[src/rtl/fetch_buffer.sv]
// fetch_buffer
//   Instruction-fetch stage that sits right after the PC register. Every cycle it
//   can issue the current PC to a 1-cycle-latency synchronous instruction memory.
//   The returned word and its PC are then captured in a small FIFO. Decode drains
//   the FIFO through a valid/ready handshake.
//
//   Slots are reserved at issue time: in-flight requests count against the free
//   space. This means a returning word always has room. When no slot can be
//   reserved, pc_stall_o asks the next-PC mux to hold the PC. flush_i drops
//   everything, both buffered and in-flight. It also keeps the fetch quiet for
//   that cycle so that the PC register can load the redirect target.
//
// Ports
//   clk, rst        clock, synchronous active-high reset
//   PC_i            current PC
//   imem_addr_o     memory address (PC_i, combinational)
//   imem_req_o      memory read request this cycle
//   imem_rdata_i    memory read data, returned the cycle after the request
//   pc_stall_o      hold the PC (no fetch issued this cycle)
//   flush_i         redirect: discard buffered and in-flight entries
//   valid_o/ready_i handshake toward decode
//   instr_o, pc_o   head instruction and its PC
//   pc_plus4_o      pc_o + 4, wrapping
//   misalign_o      head PC[1:0] != 0
module fetch_buffer #(
   parameter int WIDTH = 32,
   parameter int DEPTH = 2
) (
   input  logic             clk,
   input  logic             rst,
   input  logic [WIDTH-1:0] PC_i,
   output logic [WIDTH-1:0] imem_addr_o,
   output logic             imem_req_o,
   input  logic [WIDTH-1:0] imem_rdata_i,
   output logic             pc_stall_o,
   input  logic             flush_i,
   output logic             valid_o,
   input  logic             ready_i,
   output logic [WIDTH-1:0] instr_o,
   output logic [WIDTH-1:0] pc_o,
   output logic [WIDTH-1:0] pc_plus4_o,
   output logic             misalign_o
);

   localparam int PW = $clog2(DEPTH);
   localparam int CW = $clog2(DEPTH + 1);

   logic [WIDTH-1:0] instr_mem [DEPTH];
   logic [WIDTH-1:0] pc_mem    [DEPTH];
   logic             mis_mem   [DEPTH];

   logic [PW-1:0]    head_ptr;
   logic [PW-1:0]    tail_ptr;
   logic [CW-1:0]    count;
   logic             inflight;
   logic [WIDTH-1:0] inflight_pc;

   logic             deq;
   logic             push;
   logic             issue;
   logic [CW:0]      occupancy;

   // Requests in flight are counted as occupied slots. Because of this, a capture
   // can never find the FIFO full.
   always_comb begin
      occupancy = {1'b0, count} + (CW+1)'(inflight);
      valid_o   = (count != '0) & ~flush_i;
      deq       = valid_o & ready_i;
      push      = inflight & ~flush_i;
      issue     = ~rst & ~flush_i & ((occupancy < (CW+1)'(DEPTH)) | deq);
   end

   assign imem_addr_o = PC_i;
   assign imem_req_o  = issue;
   assign pc_stall_o  = ~rst & ~flush_i & ~issue;

   assign instr_o    = instr_mem[head_ptr];
   assign pc_o       = pc_mem[head_ptr];
   assign misalign_o = mis_mem[head_ptr];
   assign pc_plus4_o = pc_o + WIDTH'(4);

   always_ff @(posedge clk) begin
      if (rst) begin
         head_ptr    <= '0;
         tail_ptr    <= '0;
         count       <= '0;
         inflight    <= 1'b0;
         inflight_pc <= '0;
         for (int i = 0; i < DEPTH; i++) begin
            instr_mem[i] <= '0;
            pc_mem[i]    <= '0;
            mis_mem[i]   <= 1'b0;
         end
      end else if (flush_i) begin
         // A response due next cycle belongs to the wrong path. Clearing
         // inflight here makes sure it is never captured.
         head_ptr <= '0;
         tail_ptr <= '0;
         count    <= '0;
         inflight <= 1'b0;
      end else begin
         inflight <= issue;
         if (issue)
            inflight_pc <= PC_i;
         if (push) begin
            instr_mem[tail_ptr] <= imem_rdata_i;
            pc_mem[tail_ptr]    <= inflight_pc;
            mis_mem[tail_ptr]   <= (inflight_pc[1:0] != 2'b00);
            tail_ptr            <= tail_ptr + PW'(1);
         end
         if (deq)
            head_ptr <= head_ptr + PW'(1);
         count <= count + CW'(push) - CW'(deq);
      end
   end

   a_count_bound: assert property (@(posedge clk) disable iff (rst) count <= CW'(DEPTH));
   a_no_pop_empty: assert property (@(posedge clk) disable iff (rst) deq |-> (count != '0));

endmodule
[config.mk]
export PLATFORM = sky130hd
export DESIGN_NAME = fetch_buffer
export DESIGN_NICKNAME = d
export VERILOG_FILES = /design/src/rtl/fetch_buffer.sv
export SDC_FILE = /design/constraint.sdc
export NUM_CORES = 1
export LEC_CHECK = 0
export BUFFER_PORTS_ARGS = -buffer_cell sky130_fd_sc_hd__buf_4
export CAP_MARGIN = 30
export CORE_ASPECT_RATIO = 2
export CORE_UTILIZATION = 32
export CTS_CLUSTER_DIAMETER = 100
export DETAILED_ROUTE_END_ITERATION = 16
export GPL_TIMING_DRIVEN = 0
export PLACE_DENSITY = 0.57
export SYNTH_ARGS = -nofsm -noshare
export SYNTH_HDL_FRONTEND = slang
export SYNTH_SLANG_ARGS = --single-unit
[constraint.sdc]
create_clock -name clk -period 5.7 [get_ports clk]
set_clock_uncertainty 0.15 [all_clocks]
set_input_delay 0.855 -clock clk [delete_from_list [all_inputs] [get_ports clk]]
set_output_delay 0.855 -clock clk [all_outputs]
set_load 0.01 [all_outputs]
# Word-level counts from Yosys, hierarchy flattened

Memory sizes are Yosys's and may differ from the RTL's. A register that Yosys moved wholly into a read port is not among the register bits.
Cells that the tools add are included.

Input bits: 68
Memories kept: 3
Output and inout port bits: 132
Register bits after elaboration: 37
Logic and storage cells: 53
Memory bits (writable): 130

Memories:

| name      | depth | width | rd ports | clocked after memory_dff | write ports | line | RTL |
|---|---|---|---|---|---|---|---|
| instr_mem | 2     | 32    | 1        | 1                        | 2           | 48   | `logic [WIDTH-1:0] instr_mem [DEPTH];` |
| pc_mem    | 2     | 32    | 1        | 1                        | 2           | 49   | `logic [WIDTH-1:0] pc_mem [DEPTH];` |
| mis_mem   | 2     | 1     | 1        | 1                        | 2           | 50   | `logic mis_mem [DEPTH];` |

Bitwise logic cells: 10
Add/subtract/negate cells: 6
$lt $le $gt $ge: 1
Reduce and logical (&&, ||, !) cells: 7
Multiplexer cells: 21

Operators with widths:

| kind                                               | count |
|---|---|
| 2-to-1 mux 32 bit                                  | 2 |
| OR reduction 32 bit                                | 2 |
| adder 32 x 3 -> 32 bit, second input constant      | 1 |
| 2-to-1 mux 1 bit                                   | 19 |
| bitwise AND 1 bit                                  | 6 |
| nonzero test 2 bit                                 | 2 |
| adder 2 x 1 -> 3 bit                               | 1 |
| < comparator 3 x 2 -> 1 bit, second input constant | 1 |
| NOT 1 bit                                          | 3 |
| adder 1 bit, second input constant                 | 2 |
| adder 2 x 1 -> 2 bit                               | 1 |
| AND reduction 2 bit                                | 1 |
| OR reduction 2 bit                                 | 1 |
| subtractor 2 x 1 -> 2 bit                          | 1 |
| bitwise OR 1 bit                                   | 1 |
| OR reduction 1 bit                                 | 1 |

# Depth between registers and ports, before layout

Gate-level depths: netlist of run 1.

Depth in word-level cells: 8
Gate-level depth with buffers: 12

# Least setup slack after synthesis of run 1

OpenSTA, ideal clock, no wires.

Path kind: input to register
Start: in flush_i
End: mem instr_mem[0][0] (enable)
Setup time: 0.501 ns
Data arrival time: 4.053 ns
Slack: 0.995 ns
Cell stages on the path: 2
Required time: 5.049 ns
Buffers on the path: 0
Path through: nand2b_1 > o21bai_1

RTL lines:

| what               | line | RTL |
|---|---|---|
| start: declaration | 36   | `input logic flush_i,` |
| end: declaration   | 48   |  |

==> flow_summary_export.csv, run 1 <==
group,metric,value,unit
yosys,syn_area,8090,um^2
route,via_per_inst,4.52,
cts,cts.sinks,168,
timing,slew_violations,0,
timing,fin_crit_sh,93.1,%
die,die_y,227,um
place,port_buffers,198,
route,vias,5674,
route,first_pass_iters,5,
die,start_util,32.5,%
worst_setup_path,worstPathRequired,4700,ps
power_and_ir_drop,power.density,267,nW/um^2
global_routing,grtUsageMet2,33.7,%
min_path,hp-start,"inflight_pc[17]",
global_routing,antenna_found_initial,0,
yosys,yosysSeqAreaShare,57.7,%
yosys,synth_top_area_share,48.3,%
worst_setup_path,crit_chain,"buf_2 -> buf_2 -> clkbuf_4 -> buf_2 -> mux2i_1 -> inv_1 -> ha_1 -> nand4b_1 -> a22oi_1 -> nand4_1 -> nor3_1 -> xnor2_1 -> buf_4",
global_routing,use_met1,16.2,%
worst_setup_path,r2r-start,"tail_ptr",
place,gp_congestion,0.813,
timing,relSlewSlack,50.6,%
timing,setup_tns,0,ps
place,hpwl,16300,um
min_path,hold_depth,2,
min_path,min_path_type,"reg2reg",
cts,holdBufCountCts,0,
job,max_cap_violations,0,
worst_setup_path,rr_endpoint,"instr_mem[1][15]",
global_routing,grt_pass1_vias,5612,
die,rows,82,
worst_setup_path,critPathKind,"reg2out",
cts,insertion_delay,430,ps
cts,post_cts_buffers,0,
global_routing,grt_first_pass_wirelength,31500,um
power_and_ir_drop,vdd_drop_max,0.193,mV
yosys,synth_top_family_by_area,"simple AND/OR/NAND/NOR gates",
cts,cts-root-buf,"clkbuf_16",
die,core,24900,um^2
final_layout,fin_nets,976,
final_layout,area_delta_synth_final,31.8,%
timing,fmax,188,MHz
yosys,synth_mux_area_share,8.66,%
yosys,synth.largest_area_cell,"edfxtp_1",
yosys,synthesis.nets,756,
global_routing,met3_usage,3.10,%
cts,clk_path_buf_depth,2,
run_status,outcome,"finished, final reports clean",
worst_setup_path,slowest_stage,"nand4_1",
timing,timing.final.crit_period,5310,ps
global_routing,top_usage_layer,"met2",
die,ios,200,
global_routing,grt_max_degree,46,
cts,tritoncts,"built",
cts,ctsResizeCount,0,
worst_setup_path,slowest_delay,390,ps
cts,clk_pin_slew,60,ps
timing,hold_violations,0,
yosys,avgSynthCellArea,11.8,um^2
yosys,synth_edf_count,130,
timing,setup_slack,391,ps
yosys,synthFlopType,"edfxtp_1",
global_routing,globalRouteOverflowTotal,0,
worst_setup_path,r2r_cells,4,
yosys,synth_compound_area_share,2.38,%
worst_setup_path,end_kind,"primary output",
place,dpl_worst_slack,613,ps
worst_setup_path,r2r_setup_slack,3150,ps
route,wl_per_cell,16.9,um
power_and_ir_drop,leakagePower,0.00451,uW
die,dieArea,26000,um^2
yosys,yosysWarnings,0,
yosys,synth_fa_ha_area_share,0.464,%
route,ant_nets,0,
worst_setup_path,critPathLaunchType,"flop",
route,drt_iter0_markers,149,
yosys,synth-simple-area-share,22.1,%
yosys,synthArstFlopShare,0,%
yosys,synthXorXnorAreaFrac,3.14,%
yosys,ys_ff_latch,168,
yosys,synth_area_leaders,"edfxtp_1 (48%), and2_1 (10%), dfxtp_1 (9.4%)",
route,drc_errors,0,
timing,setup_viol,0,
yosys,yosysUniqueCellTypes,46,
final_layout,final_layout_size_suffix_gt1_share,36.7,%
yosys,synth.top_cells.by_count,"and2_1 (132), edfxtp_1 (130), nand2_1 (84)",
worst_setup_path,cp_max_fo,10,
worst_setup_path,arrival,4300,ps
route,wirelength,21200,um
yosys,synth.most_common_cell,"and2_1",
final_layout,diodes,0,
timing,worst_pin_slew,740,ps
cts,cts_inserted_buffers,17,
cts,htreeDepth,4,
min_path,whs_endpoint,"inflight_pc[17]",
global_routing,grt.total_usage,16.7,%
timing,grt_setup_unrepaired,"false",
yosys,synth_cells,685,
worst_setup_path,crit_path_frequent_cell,"buf_2",
die,die_w,114,um
[cell families after synthesis]
logic type               after synthesis
AND/OR/NAND/NOR                      315
flip-flops                           168
buffers and inverters                 80
multiplexers                          63
XOR/XNOR                              29
AO/OA/AOI/OAI                         27
adder cells (fa/ha/maj)                3
[cells in the final DEF (no fill, tap or decap), types with 7 or more instances in the layout]
cell type / synthesis / layout
inv_1: 11 / 11
nand2_1: 84 / 84
buf_4: 35 / 233
xnor2_1: 19 / 19
clkbuf_16: 0 / 17
dfxtp_1: 38 / 38
nand4_1: 11 / 11
mux2i_1: 7 / 7
nand3b_1: 41 / 41
xor2_1: 10 / 10
and2_1: 132 / 132
mux2_2: 56 / 56
buf_2: 9 / 8
nand3_1: 11 / 11
clkbuf_1: 23 / 24
nor2_1: 16 / 16
edfxtp_1: 130 / 130
[flip-flops by register name, summed over array words and instances, names as in the netlist, named ones only]
name and flops:
head_ptr 1, inflight 1, count 2, mis_mem 2, inflight_pc 32, pc_mem 64, tail_ptr 1, instr_mem 64
[cell type report]
class | count | area [um^2]
Buffer | 69 | 412
Timing Repair Buffer | 201 | 1560
Sequential cell | 168 | 4660
Tap cell | 336 | 420
Multi-Input combinational cell | 437 | 2990
Clock inverter | 14 | 145
Inverter | 11 | 41.3
Fill cell | 2412 | 14300
Clock buffer | 18 | 429
[power breakdown]
group / switching, uW / internal [uW]
sequential: 28.6 / 1380
combinational: 145 / 157
clock: 487 / 648
total: 660 / 2180
[per-stage QoR]
stage / util (%) / hold slack [ps] / cells / area [um^2] / power, uW
3_3_place_gp: 40.1 / 314 / 1219 / 10000 / 1730
4_1_cts: 42.8 / 330 / 1254 / 10700 / 2880
5_1_grt: 42.8 / 352 / 1254 / 10700 / 2950
3_5_place_dp: 40.5 / 316 / 1222 / 10100 / 1740
6_report: 42.8 / 326 / 1254 / 10700 / 2840
2_1_floorplan: - / 303 / 685 / 8090 / 1570
[critical path: cells and delay by family (launching register included)]
family,cells,cell delay (ps)
buf+inv,6,1630
simple gates,3,910
flops,1,370
fa+ha+maj,1,310
compound gates,1,250
xor+xnor,1,220
mux,1,170
[how the worst max path moves through the flow]
stage / from / endpoint / cells past startpoint
after CTS: flop / pc_plus4_o[30] / 13
after floorplan: flush_i / instr_mem[0][0] / 2
after detailed placement: flop / pc_plus4_o[30] / 13
final: flop / pc_plus4_o[30] / 13
after global routing: flop / pc_plus4_o[30] / 13
after global placement: flush_i / instr_mem[0][11] / 3
[per-layer routing]
metal	vias up	share of wire [%]	wire length [um]
met5	-	0	0
met4	0	2.5	539
met3	23	4.1	863
met2	153	59	12400
met1	2713	35	7310
li1	2785	-	-
Note: power is estimated with default switching activity, not from simulation.
==> run 2: changes to the inputs <==
--- a/config.mk
+++ b/config.mk
@@ -5,6 +5,7 @@
 export SDC_FILE = /design/constraint.sdc
 export NUM_CORES = 1
 export LEC_CHECK = 0
+export ABC_AREA = 1
 export BUFFER_PORTS_ARGS = -buffer_cell sky130_fd_sc_hd__buf_4
 export CAP_MARGIN = 30
 export CORE_ASPECT_RATIO = 2
@@ -12,7 +13,7 @@
 export CTS_CLUSTER_DIAMETER = 100
 export DETAILED_ROUTE_END_ITERATION = 16
 export GPL_TIMING_DRIVEN = 0
-export PLACE_DENSITY = 0.57
+export PLACE_DENSITY = 0.53
 export SYNTH_ARGS = -nofsm -noshare
 export SYNTH_HDL_FRONTEND = slang
 export SYNTH_SLANG_ARGS = --single-unit
==> flow_summary_export.csv, run 2 <==
group,metric,value,unit
yosys,ys_ff_latch,168,
timing,setup_viol,0,
yosys,synth_compound_area_share,4.37,%
yosys,avgSynthCellArea,8.58,um^2
yosys,synthXorXnorAreaFrac,1.77,%
power_and_ir_drop,switching_power,685,uW
worst_setup_path,end_kind,"primary output",
final_layout,fin_nets,1213,
final_layout,diodes,0,
yosys,synth_top_area_share,49.4,%
yosys,synth_edf_count,130,
cts,cts-root-buf,"clkbuf_16",
min_path,min_path_type,"reg2reg",
final_layout,final_common_cell,"nand2_1",
route,drc_errors,0,
timing,worst_pin_slew,731,ps
yosys,yosysWarnings,0,
final_layout,layoutNonFillerInstCount,1445,
cts,holdBufCountCts,0,
yosys,synthFlopType,"edfxtp_1",
timing,timing.final.crit_period,4120,ps
global_routing,grt.total_usage,18.4,%
die,die_y,224,um
yosys,yosysUniqueCellTypes,25,
run_status,outcome,"finished, final reports clean",
place,dp_cells,1413,
cts,ctsResizeCount,0,
route,drt_iter0_markers,327,
die,dieArea,25400,um^2
final_layout,layout_common_cells,"nand2_1 (285), buf_4 (235), nor2_1 (177)",
timing,hold_violations,0,
yosys,synth_mux_area_share,0,%
power_and_ir_drop,switching_share,23.9,%
cts,clk_pin_slew,70,ps
power_and_ir_drop,power.density,274,nW/um^2
timing,grt_setup_unrepaired,"false",
power_and_ir_drop,power,2860,uW
yosys,synth-simple-area-share,24.5,%
global_routing,grt_first_pass_wirelength,34000,um
global_routing,antenna_found_initial,0,
die,start_util,32.5,%
die,rows,81,
place,dpl_worst_slack,2040,ps
yosys,synth_cells,922,
yosys,synth.most_common_cell,"nand2_1",
power_and_ir_drop,seqPwrFrac,48.5,%
power_and_ir_drop,leakagePower,0.00475,uW
yosys,synthesis.nets,993,
power_and_ir_drop,vdd_drop_max,0.160,mV
yosys,synth.largest_area_cell,"edfxtp_1",
worst_setup_path,cp_max_fo,10,
route,wl_per_cell,15.6,um
job,max_cap_violations,0,
cts,cts.sinks,168,
worst_setup_path,critPathLaunchType,"flop",
place,gp_congestion,0.822,
place,hpwl,17400,um
cts,tritoncts,"built",
cts,clk_path_buf_depth,2,
yosys,yosysSeqAreaShare,59.0,%
global_routing,globalRouteOverflowTotal,0,
worst_setup_path,arrival,3120,ps
cts,htreeDepth,4,
global_routing,grt_max_degree,61,
power_and_ir_drop,power.share.clock,40.7,%
timing,relSlewSlack,50.9,%
route,ant_nets,0,
place,port_buffers,199,
yosys,synthArstFlopShare,0,%
power_and_ir_drop,p_comb_share,10.8,%
final_layout,final_layout_size_suffix_gt1_share,25.5,%
route,via_per_inst,4.49,
yosys,synth_fa_ha_area_share,0.475,%
yosys,synth.top_cells.by_count,"nand2_1 (287), nor2_1 (177), edfxtp_1 (130)",
cts,cts_inserted_buffers,17,
route,wirelength,22500,um
global_routing,grt_pass1_vias,6365,
final_layout,top_regs,"instr_mem: 64 flops, pc_mem: 64 flops, inflight_pc: 32 flops",
yosys,synth_top_family_by_area,"simple AND/OR/NAND/NOR gates",
route,vias,6486,
yosys,syn_area,7910,um^2
timing,setup_slack,1580,ps
final_layout,area_delta_synth_final,31.8,%
die,core,24300,um^2
final_layout,final_util,42.9,%
yosys,synth_area_leaders,"edfxtp_1 (49%), nand2_1 (14%), dfxtp_1 (9.6%)",
timing,slew_violations,0,
timing,fmax,242,MHz
cts,post_cts_buffers,0,
cts,insertion_delay,440,ps
timing,fin_crit_sh,72.3,%
route,first_pass_iters,4,
timing,setup_tns,0,ps
die,die_w,113,um
die,ios,200,
worst_setup_path,worstPathRequired,4700,ps
power_and_ir_drop,power.internal,2180,uW
worst_setup_path,critPathKind,"reg2out",
[run 2: cell count changes in the layout (fill, tap and decap cells not counted), moves of 8 or more]
cell      change
and2_1      -132
nand4_1      -10
mux2_2       -56
nor2_1      +161
nand2_1     +201
a21oi_1      +30
nand3b_1     -41
o21ai_0      +32
inv_1        +85
xnor2_1      -14
nand2_2       +8
buf_1        +10
[run 2: final timing paths]
kind | slack, ps | cells past startpoint | endpoint | startpoint
worst min register to register | 330 | 2 | inflight_pc[13] | inflight_pc[13]
worst min-delay path | 330 | 2 | inflight_pc[13] | inflight_pc[13]
worst max-delay path | 1580 | 11 | pc_plus4_o[18] | flop
worst max register to register | 2880 | 7 | pc_mem[0][7] | inflight
[run 2: routing by layer]
metal  routed length (um)  global-route usage (%)  part of all wire (%)  vias up
met5                    0                       0                     0        -
met4                  957                    10.7                   4.3        0
met3                  943                    3.37                   4.2       42
met2                12800                    36.1                    57      172
met1                 7730                    17.2                    34     2970
li1                     -                       -                     -     3302
[run 2: cell type report]
type | count | area, um^2
buffer | 71 | 415
inverter | 98 | 368
clock buffer | 20 | 489
clock inverter | 12 | 110
timing repair buffer | 201 | 1540
sequential | 168 | 4660
tap | 290 | 363
fill | 2487 | 13900
multi-input combinational | 585 | 2480
[run 2: through the flow]
stage	cell area, um^2	hold WS [ps]
6_report	10400	330
5_1_grt	10400	346
4_1_cts	10400	332
3_5_place_dp	9830	318
3_3_place_gp	9770	312
2_1_floorplan	7910	300
[run 2: kinds of logic after synthesis]
logic type / Yosys count
AND/OR/NAND/NOR: 497
buffers and inverters: 169
AO/OA/AOI/OAI: 69
XOR/XNOR: 16
adder cells (fa/ha/maj): 3
flip-flops: 168
[run 2: worst max-delay path, stage by stage (launching register included)]
cell     delay, ps
dfxtp_1        420
buf_4          240
nand2_1         70
o21ai_1        390
inv_1          220
ha_1           370
nand3_2        200
inv_2           60
nand2_1        230
nor2_1         140
xor2_1         160
buf_4          150
[run 2: power groups by stage]
stage	clock network (uW)	registers (uW)	logic, uW
detailed placement	0	1410	315
global route	1230	1390	341
CTS	1190	1390	316
floorplan	0	1410	149
global placement	0	1420	307
finish	1160	1390	310
